===== config.mk =====
export PLATFORM = sky130hd
export DESIGN_NAME = segment_r_responder
export DESIGN_NICKNAME = d
export VERILOG_FILES = /design/src/rtl/segment_r_responder_pkg.sv /design/src/rtl/segment_r_responder_outq.sv /design/src/rtl/segment_r_responder.sv
export SDC_FILE = /design/constraint.sdc
export NUM_CORES = 2
export LEC_CHECK = 0
export CAP_MARGIN = 30
export CORE_ASPECT_RATIO = 0.8
export CORE_MARGIN = 2
export CORE_UTILIZATION = 55
export CTS_CLUSTER_DIAMETER = 200
export CTS_CLUSTER_SIZE = 20
export DETAILED_ROUTE_END_ITERATION = 16
export GPL_TIMING_DRIVEN = 0
export PLACE_DENSITY = 0.71
export SYNTH_ARGS = -nofsm -noshare
export SYNTH_HDL_FRONTEND = slang
export SYNTH_MEMORY_MAX_BITS = 65536
export SYNTH_SLANG_ARGS = --single-unit

===== constraint.sdc =====
create_clock -name clock -period 6.3 [get_ports clock]
set_input_delay 1.26 -clock clock [delete_from_list [all_inputs] [get_ports clock]]
set_output_delay 1.26 -clock clock [all_outputs]
set_load 0.01 [all_outputs]

===== src/rtl/segment_r_responder_pkg.sv =====
// Shared definitions for the segment read responder: token layout, default
// widths and output queue depth.
package segment_pkg;

  localparam int SEG_AW         = 8;
  localparam int SEG_DW         = 16;
  localparam int SEG_OUTQ_DEPTH = 3;

  typedef struct packed {
    logic              e;
    logic              v;
    logic [SEG_DW-1:0] d;
  } seg_tok_t;

  // Pointer increment with wrap at the queue depth (not a power of two).
  function automatic logic [1:0] seg_wrap_inc(input logic [1:0] p);
    return (p == 2'(SEG_OUTQ_DEPTH - 1)) ? 2'd0 : p + 2'd1;
  endfunction

endpackage


===== src/rtl/segment_r_responder_outq.sv =====
// Three-entry output queue of {e, d} tokens; the head is gated so that
// e and d read as zero whenever the queue is empty.
module segment_r_outq
  import segment_pkg::*;
#(
  parameter int DW = SEG_DW
) (
  input  logic          clock,
  input  logic          reset,
  input  logic          push,
  input  logic          push_e,
  input  logic [DW-1:0] push_d,
  input  logic          pop,
  output logic [1:0]    occ,
  output logic          head_v,
  output logic          head_e,
  output logic [DW-1:0] head_d
);

  logic [DW:0] slots [SEG_OUTQ_DEPTH];
  logic [1:0]  wr_ptr;
  logic [1:0]  rd_ptr;

  always_ff @(posedge clock or negedge reset) begin
    if (!reset) begin
      wr_ptr <= 2'd0;
      rd_ptr <= 2'd0;
      occ    <= 2'd0;
    end else begin
      if (push) wr_ptr <= seg_wrap_inc(wr_ptr);
      if (pop)  rd_ptr <= seg_wrap_inc(rd_ptr);
      case ({push, pop})
        2'b10:   occ <= occ + 2'd1;
        2'b01:   occ <= occ - 2'd1;
        default: occ <= occ;
      endcase
    end
  end

  // Payload storage carries no reset; validity lives entirely in occ.
  always_ff @(posedge clock) begin
    if (push) slots[wr_ptr] <= {push_e, push_d};
  end

  always_comb begin
    head_v = (occ != 2'd0);
    head_e = 1'b0;
    head_d = '0;
    if (head_v) begin
      head_e = slots[rd_ptr][DW];
      head_d = slots[rd_ptr][DW-1:0];
    end
  end

endmodule


===== src/rtl/segment_r_responder.sv =====
// Read-only segment responder: one data token per accepted address, in order,
// from a synchronous table RAM with a separate configuration write port.
module segment_r_responder
  import segment_pkg::*;
#(
  parameter int AW = SEG_AW,
  parameter int DW = SEG_DW
) (
  input  logic          clock,
  input  logic          reset,
  input  logic          segment_r_addr_e,
  input  logic          segment_r_addr_v,
  output logic          segment_r_addr_b,
  input  logic [AW-1:0] segment_r_addr_d,
  output logic          segment_r_data_e,
  output logic          segment_r_data_v,
  input  logic          segment_r_data_b,
  output logic [DW-1:0] segment_r_data_d,
  input  logic          cfg_we,
  input  logic [AW-1:0] cfg_addr,
  input  logic [DW-1:0] cfg_wdata
);

  localparam int DEPTH = 1 << AW;

  logic [DW-1:0] table_mem [DEPTH];
  logic [DW-1:0] rd_data;
  logic          inflight;
  logic          stage_e;
  logic [1:0]    occ;
  logic          addr_accept;
  logic          data_pop;

  assign addr_accept = segment_r_addr_v && !segment_r_addr_b;
  assign data_pop    = segment_r_data_v && !segment_r_data_b;

  // Read and write share an edge, so a colliding read sees the old word.
  always_ff @(posedge clock) begin
    if (addr_accept && !segment_r_addr_e) rd_data <= table_mem[segment_r_addr_d];
    if (cfg_we) table_mem[cfg_addr] <= cfg_wdata;
  end

  always_ff @(posedge clock or negedge reset) begin
    if (!reset) begin
      inflight <= 1'b0;
      stage_e  <= 1'b0;
    end else begin
      inflight <= addr_accept;
      if (addr_accept) stage_e <= segment_r_addr_e;
    end
  end

  // Credit is derived from registers only, which also keeps the queue from overflowing.
  assign segment_r_addr_b = ({1'b0, occ} + {2'b00, inflight}) >= 3'(SEG_OUTQ_DEPTH);

  segment_r_outq #(.DW(DW)) u_outq (
    .clock  (clock),
    .reset  (reset),
    .push   (inflight),
    .push_e (stage_e),
    .push_d (stage_e ? '0 : rd_data),
    .pop    (data_pop),
    .occ    (occ),
    .head_v (segment_r_data_v),
    .head_e (segment_r_data_e),
    .head_d (segment_r_data_d)
  );

endmodule


==> flow_metrics.env <==
export IMPL_status="complete, but fails checks"
export IMPL_violations="negative setup slack"
export IMPL_ys_ff_latch=4171
export IMPL_cp_buffers_inverters=6
export IMPL_dp_hpwl_um=403000
export IMPL_coreArea_sq_um=293000
export IMPL_synth_area_sq_um=162000
export IMPL_min_period_ns=6.33
export IMPL_syn_num_nets=7674
export IMPL_ys_top_cells_by_area="edfxtp_1, mux4_2, mux2i_1"
export IMPL_syn_instance_count=7632
export IMPL_r2r_start="table_mem[115][1]"
export IMPL_insertion_delay_ns=1.01
export IMPL_syn_avg_cell_area_sq_um=21.2
export IMPL_io_pin_count=57
export IMPL_root_buffer="clkbuf_16"
export IMPL_layout_setup_ws_ns=-0.0338
export IMPL_wirelength_um=575000
export IMPL_final_area_sq_um=182000
export IMPL_ir_worst_vdd_mv=0.238
export IMPL_n_fill_cell=19600
export IMPL_die_area_sq_um=299000
export IMPL_ys_warn_count=0
export IMPL_gp_congestion=1.04
export IMPL_slew_headroom=0.0966
export IMPL_cp_top_family="buffers and inverters"
export IMPL_io_buffers=47
export IMPL_drcViolationCount=0
export IMPL_rows=178
export IMPL_overflow=0
export IMPL_initialDrtViolationCount=20400
export IMPL_r2r_slack_ns=2.43
export IMPL_period_share=1.01
export IMPL_tightest_slew_ns=1.36
export IMPL_wl_per_cell_um=46.9
export IMPL_grtUsageTotal=0.384
export IMPL_cts_resized=0
export IMPL_synthTopCellsByCount="edfxtp_1, mux4_2, mux2i_1, nor2_1, clkbuf_1"
export IMPL_slew_viol_final=0
export IMPL_holdBufCountCts=0
export IMPL_dpl_cell_area_sq_um=175000
export IMPL_fin_nets=8366
export IMPL_holdWs_ns=0.539
export IMPL_pre_cts_ws_ns=-0.351
export IMPL_drv_cap=0
export IMPL_cts_path_max_buffers=4
export IMPL_cp_end_kind="flop"
export IMPL_tns_ns=-0.0338
export IMPL_synth_top_cell_by_area="edfxtp_1"
export IMPL_netlist_area_leader_share=0.773
export IMPL_path_class="input port to flop"
export IMPL_power_density_nw_per_um2=279
export IMPL_slowest_stage="buf_2"
export IMPL_layout_drive_gt1_share=0.250
export IMPL_synth_edf_count=4163
export IMPL_clock_skew_final_ns=0.0615
export IMPL_placed_cells=11900
export IMPL_grt_pass1_wl_um=751000
export IMPL_hp_start="u_outq.occ[1]"
export IMPL_worstHoldPathType="flop to flop"
export IMPL_yosysMostFrequentCell="edfxtp_1"
export IMPL_fmax_mhz=158
export IMPL_die_height_um=489
export IMPL_cp_common_cell="buf_2"
export IMPL_final_cells=12200
export IMPL_post_cts_buffers=0
export IMPL_path_cells="buf_2 > buf_2 > buf_2 > buf_2 > buf_2 > mux4_2 > o22ai_1 > a22oi_1 > nand3_1 > nor4_2 > buf_6"
export IMPL_cts_sinks=4171
export IMPL_htree_levels=4
export IMPL_synth_distinct_cells=68
export IMPL_async_flop_share=0.00192
export IMPL_die_w_um=610
export IMPL_start_kind="input port"
export IMPL_seq_area_frac_synth=0.774
export IMPL_hold_end="u_outq.occ[1]"
export IMPL_max_stage_delay_ns=1.00
export IMPL_leakage_nw=56.8
export IMPL_cts_inserted_buffers=234
export IMPL_crit_required_ns=7.11
export IMPL_grt_max_degree=165
export IMPL_viasPerCell=7.42
export IMPL_antenna_left=0
export IMPL_via_count=90900
export IMPL_grt_pass1_vias=83300
export IMPL_worst_path_max_fanout=10
export IMPL_finalSetupViolCount=1
export IMPL_hold_depth=1
export IMPL_rr_worst_depth=7
export IMPL_final_util=0.619
export IMPL_clkSlewWorstSetupHoldPaths_ns=0.08
export IMPL_power_mw=50.7
export IMPL_finalHoldViolations=0
export IMPL_timing_rr_end="rd_data[1]"
export IMPL_dominantRegCellSynth="edfxtp_1"
export IMPL_drtPass1Iterations=7
export IMPL_antenna_found_initial=48
export IMPL_cts_tree="done"
export IMPL_initial_utilization=0.552
export IMPL_areaGrowthSynthToFinish_pct=12.2
export IMPL_critPathArrivalTime_ns=7.15
export IMPL_rsz0062_at_grt="no"
[power by group]
part	switching [mW]	total (mW)	internal, mW	leakage [nW]
registers	0.0709	30.8	30.7	37.5
logic	3.11	4.54	1.43	16.2
clock network	8.71	15.4	6.68	2.97
[cell families after synthesis]
kind of cell               after synthesis  share of synthesized area
muxes                                 1406                      0.154
AOI/OAI and AO/OA                      684                     0.0284
buffers and inverters                  468                     0.0183
adders and majority gates                4                   0.000309
xor gates and xnor gates                 3                   0.000162
and+or+nand+nor                        896                     0.0245
DFF                                   4171                      0.774
[placed cells by master (no fill, tap or decap), types with 48 or more instances in the layout]
| master | n |
|---|---|
| edfxtp_1 | 4163 |
| mux4_2 | 850 |
| mux2i_1 | 520 |
| buf_8 | 235 |
| clkbuf_16 | 235 |
| nor2_2 | 221 |
| clkbuf_1 | 180 |
| nand2_1 | 177 |
| o22ai_1 | 170 |
| nor2_1 | 152 |
| a21oi_1 | 142 |
| o221ai_1 | 134 |
| buf_16 | 109 |
| nor3_1 | 108 |
| buf_6 | 98 |
| buf_2 | 95 |
| o21ai_0 | 77 |
| nand3_1 | 67 |
| buf_4 | 65 |
| a22oi_1 | 48 |
[state kept, by name, summed over array words and instances, names as in the netlist]
register	flops
u_outq.wr_ptr	2
u_outq.slots	51
rd_data	16
u_outq.occ	2
inflight	1
table_mem	4096
stage_e	1
u_outq.rd_ptr	2
[final cells by class]
cell class	count	area [sq um]	area share
flip-flops and latches	4171	125000	0.690
plain buffers	458	2970	0.0164
clock buffers	249	5930	0.0327
inverters	10	37.5	0.000207
well taps	3870	4840	0.0267
repair buffers	456	7730	0.0426
diodes	34	85.1	0.000469
multi-input cells	2993	34600	0.190
clock inverters	7	144	0.000793
[layer usage]
metal  routed length (um)  GRT usage
met5                 1370     0.0185
met4                35100      0.186
met3               108000      0.194
met2               231000      0.510
met1               199000      0.522
[worst max path at each step]
| stage | startpoint | endpoint | cells past startpoint |
|---|---|---|---|
| 6_report | segment_r_addr_d[1] | rd_data[8] | 11 |
| 5_1_grt | segment_r_addr_d[2] | rd_data[2] | 12 |
| 4_1_cts | segment_r_addr_d[1] | rd_data[8] | 11 |
| 3_5_place_dp | segment_r_addr_d[1] | rd_data[8] | 11 |
| 3_3_place_gp | cfg_wdata[6] | table_mem[140][6] | 1 |
| 2_1_floorplan | segment_r_addr_d[0] | rd_data[15] | 9 |
Power figures use the tool's default switching activity.
